--- src/rtl/regdisp_scanner.sv ---
// Register-file diagnostic reader: steps dispSel with next/prev, captures
// dispDat into a shadow register and scans it onto an 8-digit 7-seg display.
module regdisp_scanner #(
  parameter int DIGIT_DIV  = 1000,
  parameter int SETTLE_CYC = 2
) (
  input  logic        Clk,
  input  logic        reset,
  input  logic        next,
  input  logic        prev,
  input  logic        freeze,
  output logic [4:0]  dispSel,
  input  logic [31:0] dispDat,
  output logic [7:0]  an,
  output logic [6:0]  seg,
  output logic [31:0] shown
);

  localparam int DW = $clog2(DIGIT_DIV);
  localparam int SW = (SETTLE_CYC > 1) ? $clog2(SETTLE_CYC) : 1;
  localparam logic [DW-1:0] DIV_LAST = DW'(DIGIT_DIV - 1);
  localparam logic [SW-1:0] SET_LAST = SW'(SETTLE_CYC - 1);

  typedef enum logic {SETTLE, DISPLAY} state_e;

  state_e        state_q, state_d;
  logic [SW-1:0] cnt_q, cnt_d;
  logic [4:0]    sel_q, sel_d;
  logic [31:0]   shadow_q, shadow_d;
  logic [DW-1:0] div_q, div_d;
  logic [2:0]    digit_q, digit_d;
  logic          next_q, prev_q;
  logic [7:0]    an_q, an_d;
  logic [6:0]    seg_q, seg_d;

  logic          nx, pv, frame_end;
  logic [31:0]   sh_nib;

  always_comb begin
    state_d  = state_q;
    cnt_d    = cnt_q;
    sel_d    = sel_q;
    shadow_d = shadow_q;
    div_d    = div_q + 1'b1;
    digit_d  = digit_q;
    nx       = next & ~next_q;
    pv       = prev & ~prev_q;
    frame_end = (div_q == DIV_LAST) && (digit_q == 3'd7);

    if (div_q == DIV_LAST) begin
      div_d   = '0;
      digit_d = digit_q + 3'd1;
    end

    case (state_q)
      SETTLE: begin
        cnt_d = cnt_q + 1'b1;
        if (cnt_q == SET_LAST) begin
          shadow_d = dispDat;
          state_d  = DISPLAY;
        end
      end
      DISPLAY: begin
        if (frame_end && !freeze) shadow_d = dispDat;
      end
      default: state_d = SETTLE;
    endcase

    // A selection change makes any dispDat sample this cycle stale
    if (nx ^ pv) begin
      sel_d    = nx ? sel_q + 5'd1 : sel_q - 5'd1;
      state_d  = SETTLE;
      cnt_d    = '0;
      shadow_d = shadow_q;
    end

    an_d   = ~(8'd1 << digit_q);
    sh_nib = shadow_q >> {digit_q, 2'b00};
    case (sh_nib[3:0])
      4'h0: seg_d = 7'b1000000;
      4'h1: seg_d = 7'b1111001;
      4'h2: seg_d = 7'b0100100;
      4'h3: seg_d = 7'b0110000;
      4'h4: seg_d = 7'b0011001;
      4'h5: seg_d = 7'b0010010;
      4'h6: seg_d = 7'b0000010;
      4'h7: seg_d = 7'b1111000;
      4'h8: seg_d = 7'b0000000;
      4'h9: seg_d = 7'b0010000;
      4'hA: seg_d = 7'b0001000;
      4'hB: seg_d = 7'b0000011;
      4'hC: seg_d = 7'b1000110;
      4'hD: seg_d = 7'b0100001;
      4'hE: seg_d = 7'b0000110;
      default: seg_d = 7'b0001110;
    endcase
  end

  always_ff @(posedge Clk) begin
    if (reset) begin
      state_q  <= SETTLE;
      cnt_q    <= '0;
      sel_q    <= '0;
      shadow_q <= '0;
      div_q    <= '0;
      digit_q  <= '0;
      next_q   <= 1'b0;
      prev_q   <= 1'b0;
      an_q     <= 8'hFE;
      seg_q    <= 7'b1000000;
    end else begin
      state_q  <= state_d;
      cnt_q    <= cnt_d;
      sel_q    <= sel_d;
      shadow_q <= shadow_d;
      div_q    <= div_d;
      digit_q  <= digit_d;
      next_q   <= next;
      prev_q   <= prev;
      an_q     <= an_d;
      seg_q    <= seg_d;
    end
  end

  assign dispSel = sel_q;
  assign an      = an_q;
  assign seg     = seg_q;
  assign shown   = shadow_q;

endmodule

--- config.mk ---
export PLATFORM = sky130hd
export DESIGN_NAME = regdisp_scanner
export DESIGN_NICKNAME = d
export VERILOG_FILES = /design/src/rtl/regdisp_scanner.sv
export SDC_FILE = /design/constraint.sdc
export NUM_CORES = 1
export LEC_CHECK = 0
export BUFFER_PORTS_ARGS = -buffer_cell sky130_fd_sc_hd__buf_4
export CAP_MARGIN = 20
export CORE_MARGIN = 1.5
export CORE_UTILIZATION = 52
export DETAILED_ROUTE_END_ITERATION = 8
export MAX_ROUTING_LAYER = met4
export PLACE_DENSITY = 0.8
export SETUP_SLACK_MARGIN = 0.02
export SYNTH_ARGS = -nofsm -noshare
export SYNTH_HDL_FRONTEND = slang
export SYNTH_SLANG_ARGS = --single-unit
--- constraint.sdc ---
create_clock -name Clk -period 2.5 [get_ports Clk]
set_input_delay 0.25 -clock Clk [delete_from_list [all_inputs] [get_ports Clk]]
set_output_delay 0.25 -clock Clk [all_outputs]
set_load 0.02 [all_outputs]
; ---- Word-level counts from Yosys, hierarchy flattened
; Memories as Yosys holds them, arrays and structs flattened. A register that Yosys moved wholly into a read port is not among the register bits.
; Index checks and enable logic that the tools add are counted.
; W data, S select, Z words.
[op_classes]
add_sub_neg = 5
n_eq_ne = 4
shift = 2
mux = 6
n_bitwise = 8
reduce_logical = 6
[op_table]
columns = cell, n
row1 = $mux W32, 2
row2 = $pmux W32 S2, 1
row3 = $shr A32 B5 Y4, 1
row4 = $add A10 B1 Y10 const B, 1
row5 = $eq A10 B10 Y1 const B, 1
row6 = $not A8 Y8, 1
row7 = $shl A1 B3 Y8 const A, 1
row8 = $add A5 B1 Y5 const B, 1
row9 = $mux W5, 1
row10 = $sub A5 B1 Y5 const B, 1
row11 = $not A1 Y1, 4
row12 = $reduce_or A2 Y1, 2
row13 = $add A3 B1 Y3 const B, 1
row14 = $eq A3 B3 Y1 const B, 1
row15 = $reduce_and A3 Y1, 1
row16 = $and A1 B1 Y1, 2
row17 = $logic_and A1 B1 Y1, 2
row18 = $mux W1, 2
row19 = $ne A2 B1 Y1 const B, 1
row20 = $ne A2 B2 Y1 const B, 1
row21 = $add A1 B1 Y1 const B, 1
row22 = $logic_not A1 Y1, 1
row23 = $xor A1 B1 Y1, 1
[totals]
ff_bits = 62
rom_bits = 112
out_inout_bits = 52
memories = 1
[mem_list]
columns = name, words, width, read_ports, rd_clocked_by_memory_dff, wr, line
row1 = (name not given), 16, 7, 1, 1, 0, 79  ; case (sh_nib[3:0])

; ---- Logic depth before layout (Yosys ltp)
[logic_depth]
depth_word = 5
mapped_depth = 9

; ---- Worst setup path after synthesis
; No wires, ideal clock.
[synth_timing]
path_kind = reg2reg
start = reg digit_q[1]
end = reg seg_q[4] (netlist: seg[4])
setup_time_ns = 0.064
t_arrival_ns = 2.024
required_time_ns = 2.436
slack_ns = 0.413
path_stages_with_launch = 9
path_buffers = 1
cell_sequence = dfxtp_1 -> clkbuf_8 -> mux4_2 -> mux2i_1 -> inv_1 -> ha_1 -> nor4_2 -> a21oi_1 -> nor2_1
[synth_via]
elab_chain_cells = 1
[synth_rtl]
columns = item, line
row1 = from (decl), 31  ; logic [2:0] digit_q, digit_d;
row2 = from (signal assigned), 117  ; digit_q <= digit_d;
row3 = $shr A32 B5 Y4, 78  ; sh_nib = shadow_q >> {digit_q, 2'b00};
row4 = to (decl), 34  ; logic [6:0] seg_q, seg_d;
; Every way passes these cells.
; A chain may end at the register's enable or synchronous reset.

; ---- Worst setup path in the final report
[layout_timing]
start = reg digit_q[2]
end = reg seg_q[3] (netlist: seg[3])
; Same word-level chain as after synthesis.

==> metrics.md <==
| Metric | Value |
|---|---|
| Slowest cell on crit path | dfxtp_1 |
| Peak fanout along the critical path | 14 |
| Layout area overhead | 29.5% |
| Largest net degree at the start of global routing | 62 |
| Fin Clk Skew | between 8 and 9 ps |
| First-pass GRT wire length | 10700 microns |
| Yosys reg bits | 69 |
| Met3 GRT Util | 0.0386 |
| Synth Area per Inst | 10.3 sq um |
| Max_cap viols | 0 |
| RSZ-0062 raised after global routing | no |
| LEAKAGE | about 2.0 nW |
| Hold crit path type | input port to flip-flop |
| Via Count | ~2500 |
| Inserted Diodes | 0 |
| Hold Fails Final Rpt | 0 |
| Synth warnings | 0 |
| Vias/cell | 5.21 |
| R2R Setup Slk | 290 ps |
| Clk buf depth | 2 |
| Yosys cell types | 49 |
| Worst setup path class | flip-flop to flip-flop |
| Asr flop ratio synth | 0 |
| VDD IR max | roughly 0.4 mV |
| Syn Std Cell Area | 3140 sq um |
| Power Density | 631 nW/um^2 |
| Status | completed |
| Hold EP | prev_q$_SDFF_PP0_ |
| Overall die width | 80.7 microns |
| Met2 Usage GRT | 0.371 |
| Post-DP HPWL | 4850 microns |
| Met1 Use GR | 0.264 |
| Number of synthesized flops with an enable pin | 0 |
| H-tree levels | 3 |
| CP Buf/Inv Count | 1 |
| Tmin final | 2210 ps |
| Vias in the first global route | 2324 |
| Setup Viol. Count Final | 0 |
| 1st-iter DRT viols | 125 |
| CTS Hold Bufs | 0 |
| Area contributors post-synth | dfxtp_1 44%, mux2i_1 12%, nor2_1 6.8% |
| 1st-pass router iterations | 4 |
| Slowest stage delay, CP | about 650 ps |
| CP required | approximately 2800 ps |
| Worst min-delay path startpoint | prev |
| Mapped Nets | 358 |
| Placed insts | 460 |
| Initial antenna violation count | 0 |
| Top cell type's share of synthesized area | 0.440 |
| CP cell instances | mux4_2 > mux2_2 > inv_1 > ha_1 > o21ai_0 > a21o_1 > a21oi_1 |
| Most frequent cells in the layout | 94 x buf_4, 69 x dfxtp_1, 57 x nor2_1, 39 x mux2i_1, 15 x ha_1 |
| Fraction of layout cells with a size suffix above 1 | 0.333 |
| Core area | 5890 sq um |
| Post-synth top flop | dfxtp_1 |
| Total negative slack | 0 ps |
| Avg WL per Cell | 14.0 microns |
| Yosys top cell by area | dfxtp_1 |
| RR Startpoint | digit_q[2]$_SDFFE_PP0N_ |
| Wirelength, routed | 6670 microns |
| R2r endpoint | seg[3]$_SDFF_PP0_ |
| F_max | 0.453 GHz |
| Number of port buffers | approximately 90 |
| Inserted Clock Buffers | 9 |
| Gpl congestion | slightly above 0.9 |
| Seq/Total Area, Yosys | 0.440 |
| Nets | 449 |
| Grt peak-use layer | met2 |
| R2R depth | 7 |
| Starting Density | 0.533 |
| Final period util | 0.884 |
| Slew margin rel. | 0.596 |
| Fin cells | 475 |
| GR Overflow Total | 0 |
| Post_cts resized | 0 |
| Io pins | between 80 and 90 |
| Slew @ Worst Pin | 606 ps |
| All-Layer GR Usage | 0.226 |
| Die area | 6510 sq um |
| Final Max Slew Viols | 0 |
| Mapped Cells | ~300 |
| Antenna Nets Post-Route | 0 |
| Crit path max-delay family | multiplexers |
| Rows | 28 |
| CP Capture Type | flip-flop |
| Vert. Die Dim | roughly 80 microns |
| Setup bufs post-CTS | 0 |
| CTS tree | yes |
| Hold depth | 2 |
| CP arrival | 2470 ps |
| Clock Sink Count | 69 |
| Fillcell total | 473 |
| Skew-Pair Late Insertion Delay | 340 ps |
| Post-route DRC | 0 |
| Setup crit start kind | flip-flop |
| CTS clock-pin slew for the worst setup and hold paths | 70 ps |
| CTS root buf | clkbuf_8 |
| Most common cell after layout, fill and taps aside | buf_4 |
-- sequential cells by signal, indices dropped and copies added, names as in the netlist, 3 cells and up --
register / flops
shown: 32
div_q: 10
an: 8
seg: 7
dispSel: 5
digit_q: 3
-- report_power, final --
group	leakage, nW	internal (mW)	switching, mW
logic	1.30	0.231	0.227
registers	0.561	1.16	0.0489
clock network	0.101	0.506	0.393
-- cell usage after synthesis (2+ instances only) --
master	number
a211oi_1	2
a21o_1	3
a21oi_1	6
a31oi_1	2
and3_1	5
buf_2	2
buf_4	3
buf_6	2
clkbuf_1	6
clkbuf_8	2
dfxtp_1	69
ha_1	15
inv_1	7
mux2_2	4
mux2i_1	39
mux4_2	6
nand2_1	12
nand2b_1	3
nand3_1	6
nand4_1	2
nor2_1	57
nor2b_1	6
nor3_1	4
nor4_1	2
o21ai_0	5
or2_2	2
xnor2_1	10
xor2_1	2
-- kinds of logic (layout without fill, tap and decap cells) --
logic type	count (synthesis)	in the layout	share of synthesized area
adders and majority gates	16	16	0.0662
AOI/OAI and AO/OA	28	28	0.0626
and+or+nand+nor	106	106	0.157
buffers and inverters	22	117	0.0419
DFF	69	69	0.440
muxes	51	51	0.194
xor gates and xnor gates	13	13	0.0387
-- area by class of cell --
type	count	area, sq um	area share
Timing Repair Buffer	95	726	0.179
Clock buffer	11	151	0.0373
Inverter	7	26.3	0.00647
Sequential cell	69	1380	0.340
Multi-Input combinational cell	214	1640	0.403
Clock inverter	4	47.5	0.0117
Tap cell	75	93.8	0.0231
-- metal layers --
layer  up-vias  part of all wire  wire length, microns
met5         -                 0                     0
met2        86              0.49                  3270
li1       1227                 -                     -
met1      1149              0.44                  2910
met4         0             0.025                   170
met3        15             0.049                   326
-- through the flow --
| step | hold WS (ps) | area (sq um) | worst slack, ps | util | total power, mW |
|---|---|---|---|---|---|
| 2_1_floorplan | 378 | 3140 | 413 | - | 1.52 |
| 3_3_place_gp | 424 | 3860 | 361 | 0.657 | 1.68 |
| 3_5_place_dp | 444 | 3860 | 336 | 0.657 | 1.69 |
| 4_1_cts | 121 | 4060 | 300 | 0.690 | 2.58 |
| 5_1_grt | 138 | 4060 | 127 | 0.690 | 2.68 |
| 6_report | 129 | 4060 | 291 | 0.690 | 2.56 |
-- worst max path at each step --
stage / startpoint / endpoint / cells after the start
finish: digit_q[2]$_SDFFE_PP0N_ / seg[3]$_SDFF_PP0_ / 7
global route: digit_q[0]$_SDFFE_PP0N_ / shown[29]$_SDFFE_PP0P_ / 10
CTS: digit_q[2]$_SDFFE_PP0N_ / seg[3]$_SDFF_PP0_ / 7
detailed placement: digit_q[2]$_SDFFE_PP0N_ / seg[4]$_SDFF_PP0_ / 6
global placement: digit_q[0]$_SDFFE_PP0N_ / seg[4]$_SDFF_PP0_ / 6
floorplan: digit_q[1]$_SDFFE_PP0N_ / seg[4]$_SDFF_PP0_ / 8
(Power assumes the default switching activity.)
